--- src/rtl/nfc_ecc_fix.sv ---
// Read-path ECC correction applier: pops error locations after each decode and
// flips the flagged bit in the page buffer by read-modify-write.
module nfc_ecc_fix #(
    parameter int unsigned DAT_WID    = 16,
    parameter int unsigned ECC_AWID   = 12,
    parameter int unsigned BUF_AWID   = 8,
    parameter int unsigned SECT_WORDS = 256,
    parameter int unsigned MAX_ERR    = 4,
    parameter int unsigned ERR_CWID   = 4
) (
    input  logic                clk,
    input  logic                rst,
    input  logic                nfc_dat_dir,
    input  logic                ecc_dec_rdy,
    input  logic [ERR_CWID-1:0] ecc_err_num,
    input  logic                ecc_dec_fail,
    output logic                mem_if_rd,
    input  logic [ECC_AWID-1:0] mem_dec_addr,
    output logic                buf_req,
    input  logic                buf_gnt,
    output logic [BUF_AWID-1:0] buf_addr,
    output logic                buf_rd,
    input  logic [DAT_WID-1:0]  buf_rdat,
    output logic                buf_wr,
    output logic [DAT_WID-1:0]  buf_wdat,
    output logic                cor_busy,
    output logic                cor_done,
    output logic                cor_fail,
    output logic [ERR_CWID-1:0] cor_cnt
);

    typedef enum logic [2:0] {
        IDLE,
        FETCH,
        REQ,
        RD,
        WAIT,
        WR,
        DONE
    } state_t;

    state_t              state_q, state_d;
    logic [ERR_CWID-1:0] rem_q, rem_d;
    logic [ECC_AWID-1:0] loc_q, loc_d;
    logic [DAT_WID-1:0]  dat_q, dat_d;
    logic [ERR_CWID-1:0] cnt_q, cnt_d;
    logic                fail_q, fail_d;

    logic head_ok;
    logic too_many;

    assign head_ok  = 32'(mem_dec_addr[ECC_AWID-1:4]) < SECT_WORDS;
    assign too_many = 32'(ecc_err_num) > MAX_ERR;

    always_ff @(posedge clk or posedge rst) begin
        if (rst) begin
            state_q <= IDLE;
            rem_q   <= '0;
            loc_q   <= '0;
            dat_q   <= '0;
            cnt_q   <= '0;
            fail_q  <= 1'b0;
        end else begin
            state_q <= state_d;
            rem_q   <= rem_d;
            loc_q   <= loc_d;
            dat_q   <= dat_d;
            cnt_q   <= cnt_d;
            fail_q  <= fail_d;
        end
    end

    always_comb begin
        state_d   = state_q;
        rem_d     = rem_q;
        loc_d     = loc_q;
        dat_d     = dat_q;
        cnt_d     = cnt_q;
        fail_d    = fail_q;
        mem_if_rd = 1'b0;
        buf_req   = 1'b0;
        buf_rd    = 1'b0;
        buf_wr    = 1'b0;
        buf_addr  = '0;
        buf_wdat  = '0;
        cor_busy  = 1'b0;
        cor_done  = 1'b0;

        case (state_q)
            IDLE: begin
                if (ecc_dec_rdy && !nfc_dat_dir) begin
                    rem_d  = ecc_err_num;
                    cnt_d  = '0;
                    fail_d = 1'b0;
                    if (ecc_dec_fail || too_many) begin
                        fail_d  = 1'b1;
                        state_d = DONE;
                    end else if (ecc_err_num == '0) begin
                        state_d = DONE;
                    end else begin
                        state_d = FETCH;
                    end
                end
            end
            FETCH: begin
                cor_busy  = 1'b1;
                mem_if_rd = 1'b1;
                loc_d     = mem_dec_addr;
                rem_d     = rem_q - ERR_CWID'(1);
                // Out-of-sector locations are consumed from the FIFO but never applied.
                if (head_ok)
                    state_d = REQ;
                else
                    state_d = (rem_q == ERR_CWID'(1)) ? DONE : FETCH;
            end
            REQ: begin
                cor_busy = 1'b1;
                buf_req  = 1'b1;
                if (buf_gnt)
                    state_d = RD;
            end
            RD: begin
                cor_busy = 1'b1;
                buf_req  = 1'b1;
                buf_rd   = 1'b1;
                buf_addr = BUF_AWID'(loc_q[ECC_AWID-1:4]);
                state_d  = WAIT;
            end
            WAIT: begin
                cor_busy = 1'b1;
                buf_req  = 1'b1;
                dat_d    = buf_rdat;
                state_d  = WR;
            end
            WR: begin
                cor_busy = 1'b1;
                buf_req  = 1'b1;
                buf_wr   = 1'b1;
                buf_addr = BUF_AWID'(loc_q[ECC_AWID-1:4]);
                buf_wdat = dat_q ^ (DAT_WID'(1) << loc_q[3:0]);
                if (32'(cnt_q) < MAX_ERR)
                    cnt_d = cnt_q + ERR_CWID'(1);
                state_d  = (rem_q != '0) ? FETCH : DONE;
            end
            DONE: begin
                cor_done = 1'b1;
                state_d  = IDLE;
            end
            default: state_d = IDLE;
        endcase
    end

    assign cor_fail = fail_q;
    assign cor_cnt  = cnt_q;

endmodule

--- config.mk ---
export PLATFORM = sky130hd
export DESIGN_NAME = nfc_ecc_fix
export DESIGN_NICKNAME = d
export VERILOG_FILES = /design/src/rtl/nfc_ecc_fix.sv
export SDC_FILE = /design/constraint.sdc
export NUM_CORES = 1
export LEC_CHECK = 0
export ABC_AREA = 1
export BUFFER_PORTS_ARGS = -buffer_cell sky130_fd_sc_hd__buf_2
export CORE_MARGIN = 2
export CORE_UTILIZATION = 40
export CTS_BUF_LIST = sky130_fd_sc_hd__clkbuf_16
export DETAILED_ROUTE_END_ITERATION = 10
export GPL_TIMING_DRIVEN = 0
export PLACE_DENSITY = 0.65
export SLEW_MARGIN = 20
export SYNTH_ARGS = -nofsm -noshare
export SYNTH_HDL_FRONTEND = slang
export SYNTH_SLANG_ARGS = --single-unit
export TNS_END_PERCENT = 30
--- constraint.sdc ---
create_clock -name clk -period 2.13 [get_ports clk]
set_clock_uncertainty 0.15 [all_clocks]
set_input_delay 0.3195 -clock clk [delete_from_list [all_inputs] [get_ports clk]]
set_output_delay 0.3195 -clock clk [all_outputs]
set_load 0.02 [all_outputs]
==> results.md, run 1 <==
- # IOs: 73
- Post-Syn Area: 2260 sq um
- Fin nets: 408
- MaxCap Viol Count: 0
- Iteration-0 DRC count of the detailed router: 145
- Total grt overflow: 0
- CP delay by family, top: buffers and inverters
- Vias in the first global route: 1,888
- Pin count of the biggest net entering global routing: 23
- Worst path max stage delay: 0.46 ns
- Clk slew on worst S/H paths: 0.06 ns
- First-pass GRT wire length: 8780 um
- Worst Setup End Kind: output pin
- # rows: 27
- Drt pass-1 iters: 4
- F_max: 480 MHz
- Reg-to-Reg End: dat_q[15]
- Post-Place Setup Slack: 0.238 ns
- Layout cells sized above 1: 0.380
- Worst Path Max Fanout: 5
- Post-synthesis mux area share: 0.0498
- Leakage: 1.62 nW
- Area post-placement: 2740 sq um
- WL per Instance: 12.7 um
- Cell variety after synth: 27
- PwrDens: 1380 nW/um^2
- Number of synthesized flops with an enable pin: 0
- RSZ-0062 raised after global routing: yes
- Cell Count, Final, Fillers Out: 438
- DR DRC count: 0
- Critical-path top delay cell: dfrtp_2
- Synth Area in XOR/XNOR: 0
- Seq cells post-synth: 40
- Clock Tree Buf Depth: 2
- Main combinational cell family by area after synthesis: simple AND/OR/NAND/NOR gates
- # fillers: 530
- Worst-margin pin slew: 0.448 ns
- Die X: 79.2 um
- Global Route Usage Sum: 0.181
- Syn_nets: 322
- Ant diodes: 0
- Period utilisation layout: 0.977
- Hpwl dp: 4130 um
- Post-synthesis sequential area ratio: 0.443
- FF-to-FF path depth: 4
- Final Hold Fails: 0
- Yosys top cell area share: 0.443
- Clk Latency, worst-skew pair: 0.28 ns
- Pins over their slew limit: 0
- Cell area after layout: 3060 sq um
- I/O Buffers: 72
- Reg-to-Reg Start: state_q[0]
- Vias: 2,116
- Arrival time at the worst endpoint: 1.61 ns
- Crit path depth: 7
- Maximum vdd drop: 0.759 mV
- Period minus WS final: 2.08 ns
- Worst Setup SP: state_q[1]
- Final WL: 5570 um
- Avg Synthesized Cell Area: 8.07 sq um
- CP required: 1.66 ns
- H-tree lvl count: 2
- Starting Density: 0.413
- Gate Count Post-Synth: 280
- Final setup viols: 0
- Final GP Congestion: 0.783
- CTS buffer count: 5
- Syn-to-layout area delta: 35.4%
- Startpoint Class: flip-flop
- Top post-synthesis cells by area: dfrtp_1 44%, nand2_1 7.6%, nor2_1 6.0%
- CP cell instances: inv_4 > nand3_4 > inv_6 > buf_4 > o21ai_0 > a21oi_1 > buf_2
- Synth Area in Compound Gates: 0.147
- Top FF cell, synth: dfrtp_1
- Max-slew headroom: 0.701
- Initial antenna violation count: 0
- Post-layout util: 0.559
- Status: completed
- Hold Path Class: input port to flip-flop
- Setup ws final: 0.0484 ns
- Die area: 6270 sq um
- R2r setup slk: 0.62 ns
- Cell chosen for the clock root: clkbuf_16
- DR vias/cell: 4.83
- Post-DRT Antenna Nets: 0
- Classification of the worst setup path: flip-flop to output pin
- CTS tree: done
- CP bufs+invs: 4
- Warnings from Yosys: 0
- Setup crit end: buf_wdat[0]
- Dpl cells: 425
- Simple-Gate Fraction of Synth Area: 0.247
- Synth Area in Adders: 0.0221
- Largest area contributor in the netlist: dfrtp_1
- Clk sink count: 40
- FFs w/ async S/R, synth: 1.00
- Placeable Area: 5470 sq um
- Final Total Pwr: 4.24 mW
- Die span in y: 79.2 um
-- area by class of cell --
class	instances	area, sq um	area share
Inverter	38	158	0.0515
Sequential cell	40	1010	0.329
Clock inverter	2	60.1	0.0196
Multi-Input combinational cell	194	1090	0.357
Tap cell	72	90.1	0.0294
Timing Repair Buffer	79	455	0.149
Buffer	8	75.1	0.0245
Clock buffer	5	125	0.0409
-- cell families (layout without fill, tap and decap cells) --
logic type | Yosys count | after routing
AO/OA/AOI/OAI | 59 | 59
adder cells (fa/ha/maj) | 4 | 4
buffers and inverters | 46 | 132
flip-flops | 40 | 40
multiplexers | 9 | 9
AND/OR/NAND/NOR | 122 | 122
-- per-layer routing --
metal  vias up  global-route usage  wire (um)  part of all wire
li1       1091                   -          -                 -
met1       964               0.240       2510              0.45
met2        55               0.289       2680              0.48
met3         6              0.0477        310             0.056
met4         0              0.0569         72             0.013
met5         -                   0          0                 0
-- cells in the mapped netlist, types with 2 or more instances --
library cell	count
a21oi_1	25
buf_2	2
buf_4	2
buf_6	3
dfrtp_1	40
ha_1	4
inv_1	33
inv_2	5
mux2_2	6
mux2_4	3
nand2_1	46
nand2_4	3
nand3_1	23
nand4_1	5
nor2_1	36
nor2_2	3
nor3_1	2
o21ai_0	19
o21ai_1	4
o21ai_2	9
-- timing repair --
item                                    4_1_cts  5_1_grt
buffers inserted                              0        4
hold buffers                                  1        0
gates resized for setup                      11       25
endpoints found under the setup margin       24       26
endpoints found under the hold margin        18        0
gates cloned                                  0        1
pin swaps                                     0        0
-- worst min-delay path by stage --
stage               depth (start not counted)  slack (ns)            start       end
finish                                      3        0.09  mem_dec_addr[5]  loc_q[5]
global route                                3        0.09  mem_dec_addr[4]  loc_q[4]
CTS                                         3        0.09  mem_dec_addr[4]  loc_q[4]
detailed placement                          2        0.20              rst  loc_q[7]
global placement                            2        0.31         cor_fail  cor_fail
floorplan                                   2        0.29  mem_dec_addr[0]  loc_q[0]
-- placed cells by master (no fill, tap or decap), types with 4 or more instances in the layout --
master | netlist | layout
mux2_2 | 6 | 6
dfrtp_1 | 40 | 36
buf_6 | 3 | 4
a21oi_1 | 25 | 25
inv_1 | 33 | 29
nand3_1 | 23 | 22
dfrtp_2 | 0 | 4
buf_4 | 2 | 13
ha_1 | 4 | 4
nor2_1 | 36 | 32
o21ai_1 | 4 | 4
buf_2 | 2 | 66
o21ai_0 | 19 | 19
inv_2 | 5 | 4
inv_4 | 0 | 4
nor2_2 | 3 | 5
nand2_1 | 46 | 46
clkbuf_16 | 0 | 5
nand4_1 | 5 | 5
o21ai_2 | 9 | 9
-- flip-flops by register name, summed over array words and instances (netlist names) --
signal and flops:
cor_cnt 4, cor_fail 1, dat_q 16, loc_q 12, rem_q 4, state_q 3
-- per-stage QoR --
stage | TNS [ns] | hold slack (ns)
2_1_floorplan | 0 | 0.292
3_3_place_gp | 0 | 0.309
3_5_place_dp | 0 | 0.199
4_1_cts | -0.00451 | 0.0907
5_1_grt | -0.0868 | 0.0932
6_report | 0 | 0.0933
-- worst register-to-register path: stages, from the launching register on --
cell and delay (ns):
dfrtp_2 0.49, nor2_4 0.17, nand2_4 0.11, buf_6 0.18, mux2_4 0.30
-- report_power, final --
group | leakage [nW] | internal [mW] | switching (mW)
combinational | 1.05 | 0.752 | 1.17
sequential | 0.479 | 1.12 | 0.240
clock | 0.0899 | 0.664 | 0.293
(Power assumes the default switching activity.)
==> inputs of run 2 (changes only) <==
--- a/config.mk
+++ b/config.mk
@@ -8,11 +8,11 @@
 export ABC_AREA = 1
 export BUFFER_PORTS_ARGS = -buffer_cell sky130_fd_sc_hd__buf_2
 export CORE_MARGIN = 2
-export CORE_UTILIZATION = 40
+export CORE_UTILIZATION = 55
 export CTS_BUF_LIST = sky130_fd_sc_hd__clkbuf_16
 export DETAILED_ROUTE_END_ITERATION = 10
 export GPL_TIMING_DRIVEN = 0
-export PLACE_DENSITY = 0.65
+export PLACE_DENSITY = 0.86
 export SLEW_MARGIN = 20
 export SYNTH_ARGS = -nofsm -noshare
 export SYNTH_HDL_FRONTEND = slang
==> run 2 against run 1 <==
Compared with the run above: critical path depth decreased by 2; fmax increased by 0.30%; wire length increased by 6.3%; combinational power about the same; sequential cell count unchanged; clock power decreased by 11%; global-route usage increased by 8.8 points; cell count decreased by 5.5%; via count increased by 4.8%; non-clock buffer count decreased by 3; register-to-register slack got worse by 0.03 ns; sequential power about the same; largest power group unchanged.
==> results.md, run 2 (synthesis gave the netlist of run 1 again) <==
- R2r setup slk: 0.59 ns (-0.03 ns)
- Layout cells sized above 1: 0.368 (-0.0116)
- Hpwl dp: 4060 um (-1.6%)
- Ant diodes: 0 (unchanged)
- Commonest non-fill, non-tap cell in the layout: buf_2
- Reg-to-Reg Start: state_q[0]
- Endpoint, Worst Hold: loc_q[4]
- Largest regs: dat_q x16, loc_q x12
- Drt pass-1 iters: 4 (unchanged)
- Area post-placement: 2710 sq um (-1.0%)
- Status: completed
- F_max: 482 MHz (+0.30%)
- Global Route Usage Sum: 0.269 (+0.0879)
- Startpoint Class: flip-flop
- Total grt overflow: 0 (unchanged)
- PwrDens: 1390 nW/um^2 (+0.37%)
- Post-DRT Antenna Nets: 0 (unchanged)
- Leakage: 1.60 nW (-1.4%)
- Arrival time at the worst endpoint: 1.61 ns (about the same)
- I/O Buffers: 72 (unchanged)
- Hold Path Class: input port to flip-flop
- Hold Path Cell Cnt: 3 (unchanged)
- Pins over their slew limit: 0 (unchanged)
- Vias in the first global route: 2,077 (+10%)
- WL per Instance: 14.3 um (+12%)
- Reg-to-Reg End: cor_cnt[1]
- Clk slew on worst S/H paths: 0.06 ns (about the same)
- Clock Tree Buf Depth: 2 (unchanged)
- Critical-path top delay cell: dfrtp_2
- Placeable Area: 3970 sq um (-27%)
- Worst path max stage delay: 0.48 ns (+0.02 ns)
- Max reg flops: 16 (unchanged)
- Pin count of the biggest net entering global routing: 25 (+8.7%)
- Most frequent cells in the layout: 68 x buf_2, 46 x nand2_1, 36 x dfrtp_1, 33 x nor2_1, 30 x inv_1
- First-pass GRT wire length: 9170 um (+4.4%)
- DR DRC count: 0 (unchanged)
- Die X: 68.1 um (-14%)
- FF-to-FF path depth: 8 (+4)
- Vias: 2,218 (+4.8%)
- CTS tree: done
- Fin nets: 405 (-0.74%)
- Die area: 4640 sq um (-26%)
- Worst-margin pin slew: 0.408 ns (-0.0398 ns)
- CP cell instances: inv_2 > nand3_4 > inv_4 > buf_6 > buf_2
- MaxCap Viol Count: 0 (unchanged)
- RSZ-0062 raised after global routing: yes
- # rows: 23 (-15%)
- DR vias/cell: 5.36 (+11%)
- Period minus WS final: 2.08 ns (-0.00633 ns)
- Starting Density: 0.569 (+0.156)
- # IOs: 73 (unchanged)
- Max-slew headroom: 0.728 (+0.0266)
- CP bufs+invs: 4 (unchanged)
- Register with the most flip-flops: dat_q
- H-tree lvl count: 2 (unchanged)
- Cell chosen for the clock root: clkbuf_16
- Worst Setup End Kind: output pin
- Dpl cells: 403 (-5.2%)
- CTS buffer count: 5 (unchanged)
- Initial antenna violation count: 0 (unchanged)
- Iteration-0 DRC count of the detailed router: 190 (+31%)
- HP Start: mem_dec_addr[4]
- Clk Latency, worst-skew pair: 0.28 ns (about the same)
- CP delay by family, top: buffers and inverters
- Die span in y: 68.1 um (-14%)
- Final WL: 5920 um (+6.3%)
- Cell Count, Final, Fillers Out: 414 (-5.5%)
- Worst Path Max Fanout: 10 (+5)
- Period utilisation layout: 0.974 (-0.00297)
- Classification of the worst setup path: flip-flop to output pin
- Clk sink count: 40 (unchanged)
- Final GP Congestion: 0.881 (+13%)
- Cell area after layout: 2960 sq um (-3.2%)
- Final setup viols: 0 (unchanged)
- Final Hold Fails: 0 (unchanged)
- Syn-to-layout area delta: 31.1%
- Maximum vdd drop: 0.865 mV (+14%)
- CP required: 1.66 ns (about the same)
[run 2: power by group]
| group | internal, mW | switching (mW) |
|---|---|---|
| clock network | 0.546 | 0.302 |
| registers | 1.12 | 0.238 |
| logic | 0.719 | 1.19 |
[run 2: how the worst max path moves through the flow]
stage | start | endpoint | cells past startpoint
after global placement | rst | dat_q[2] | 2
after floorplan | state_q[1] | buf_wdat[10] | 6
after global routing | state_q[1] | buf_wdat[4] | 7
final | state_q[2] | mem_if_rd | 5
after CTS | state_q[1] | buf_wdat[7] | 7
after detailed placement | state_q[2] | buf_addr[0] | 6
[run 2: cell type report]
class                           instances  area (sq um)
Fill cell                             320          1010
Sequential cell                        40          1010
Timing Repair Buffer                   76           425
Buffer                                  8          73.8
Clock inverter                          3          38.8
Multi-Input combinational cell        194          1080
Inverter                               38           153
Clock buffer                            5           125
Tap cell                               50          62.6
[run 2: metal layers]
metal,up-vias,GRT usage,part of all wire
met2,84,0.456,0.51
met1,1037,0.330,0.41
met3,13,0.0724,0.058
li1,1084,-,-
met4,0,0.0925,0.023
met5,-,0,0
[run 2: worst min-delay path: stages]
cell	delay, ns
buf_2	0.07
nand2_1	0.05
o21ai_2	0.05
[run 2: stage by stage]
step / setup TNS, ns / utilization / hold WS, ns / setup slack [ns] / total power, mW
after detailed placement: 0 / 0.682 / 0.185 / 0.260 / 3.13
after global placement: 0 / 0.675 / 0.311 / 0.220 / 3.04
after CTS: 0 / 0.732 / 0.0968 / 0.00664 / 4.03
final: 0 / 0.746 / 0.0986 / 0.0547 / 4.12
after global routing: -0.0967 / 0.746 / 0.112 / -0.0335 / 4.41
after floorplan: 0 / - / 0.292 / 0.312 / 2.67
[run 2: timing repair]
| action | CTS | global route |
|---|---|---|
| gates resized for setup | 6 | 23 |
| setup endpoints to repair | 23 | 17 |
| setup buffers | 1 | 1 |
| pin swaps | 0 | 1 |
| hold buffers | 1 | 0 |
| endpoints found under the hold margin | 16 | 0 |
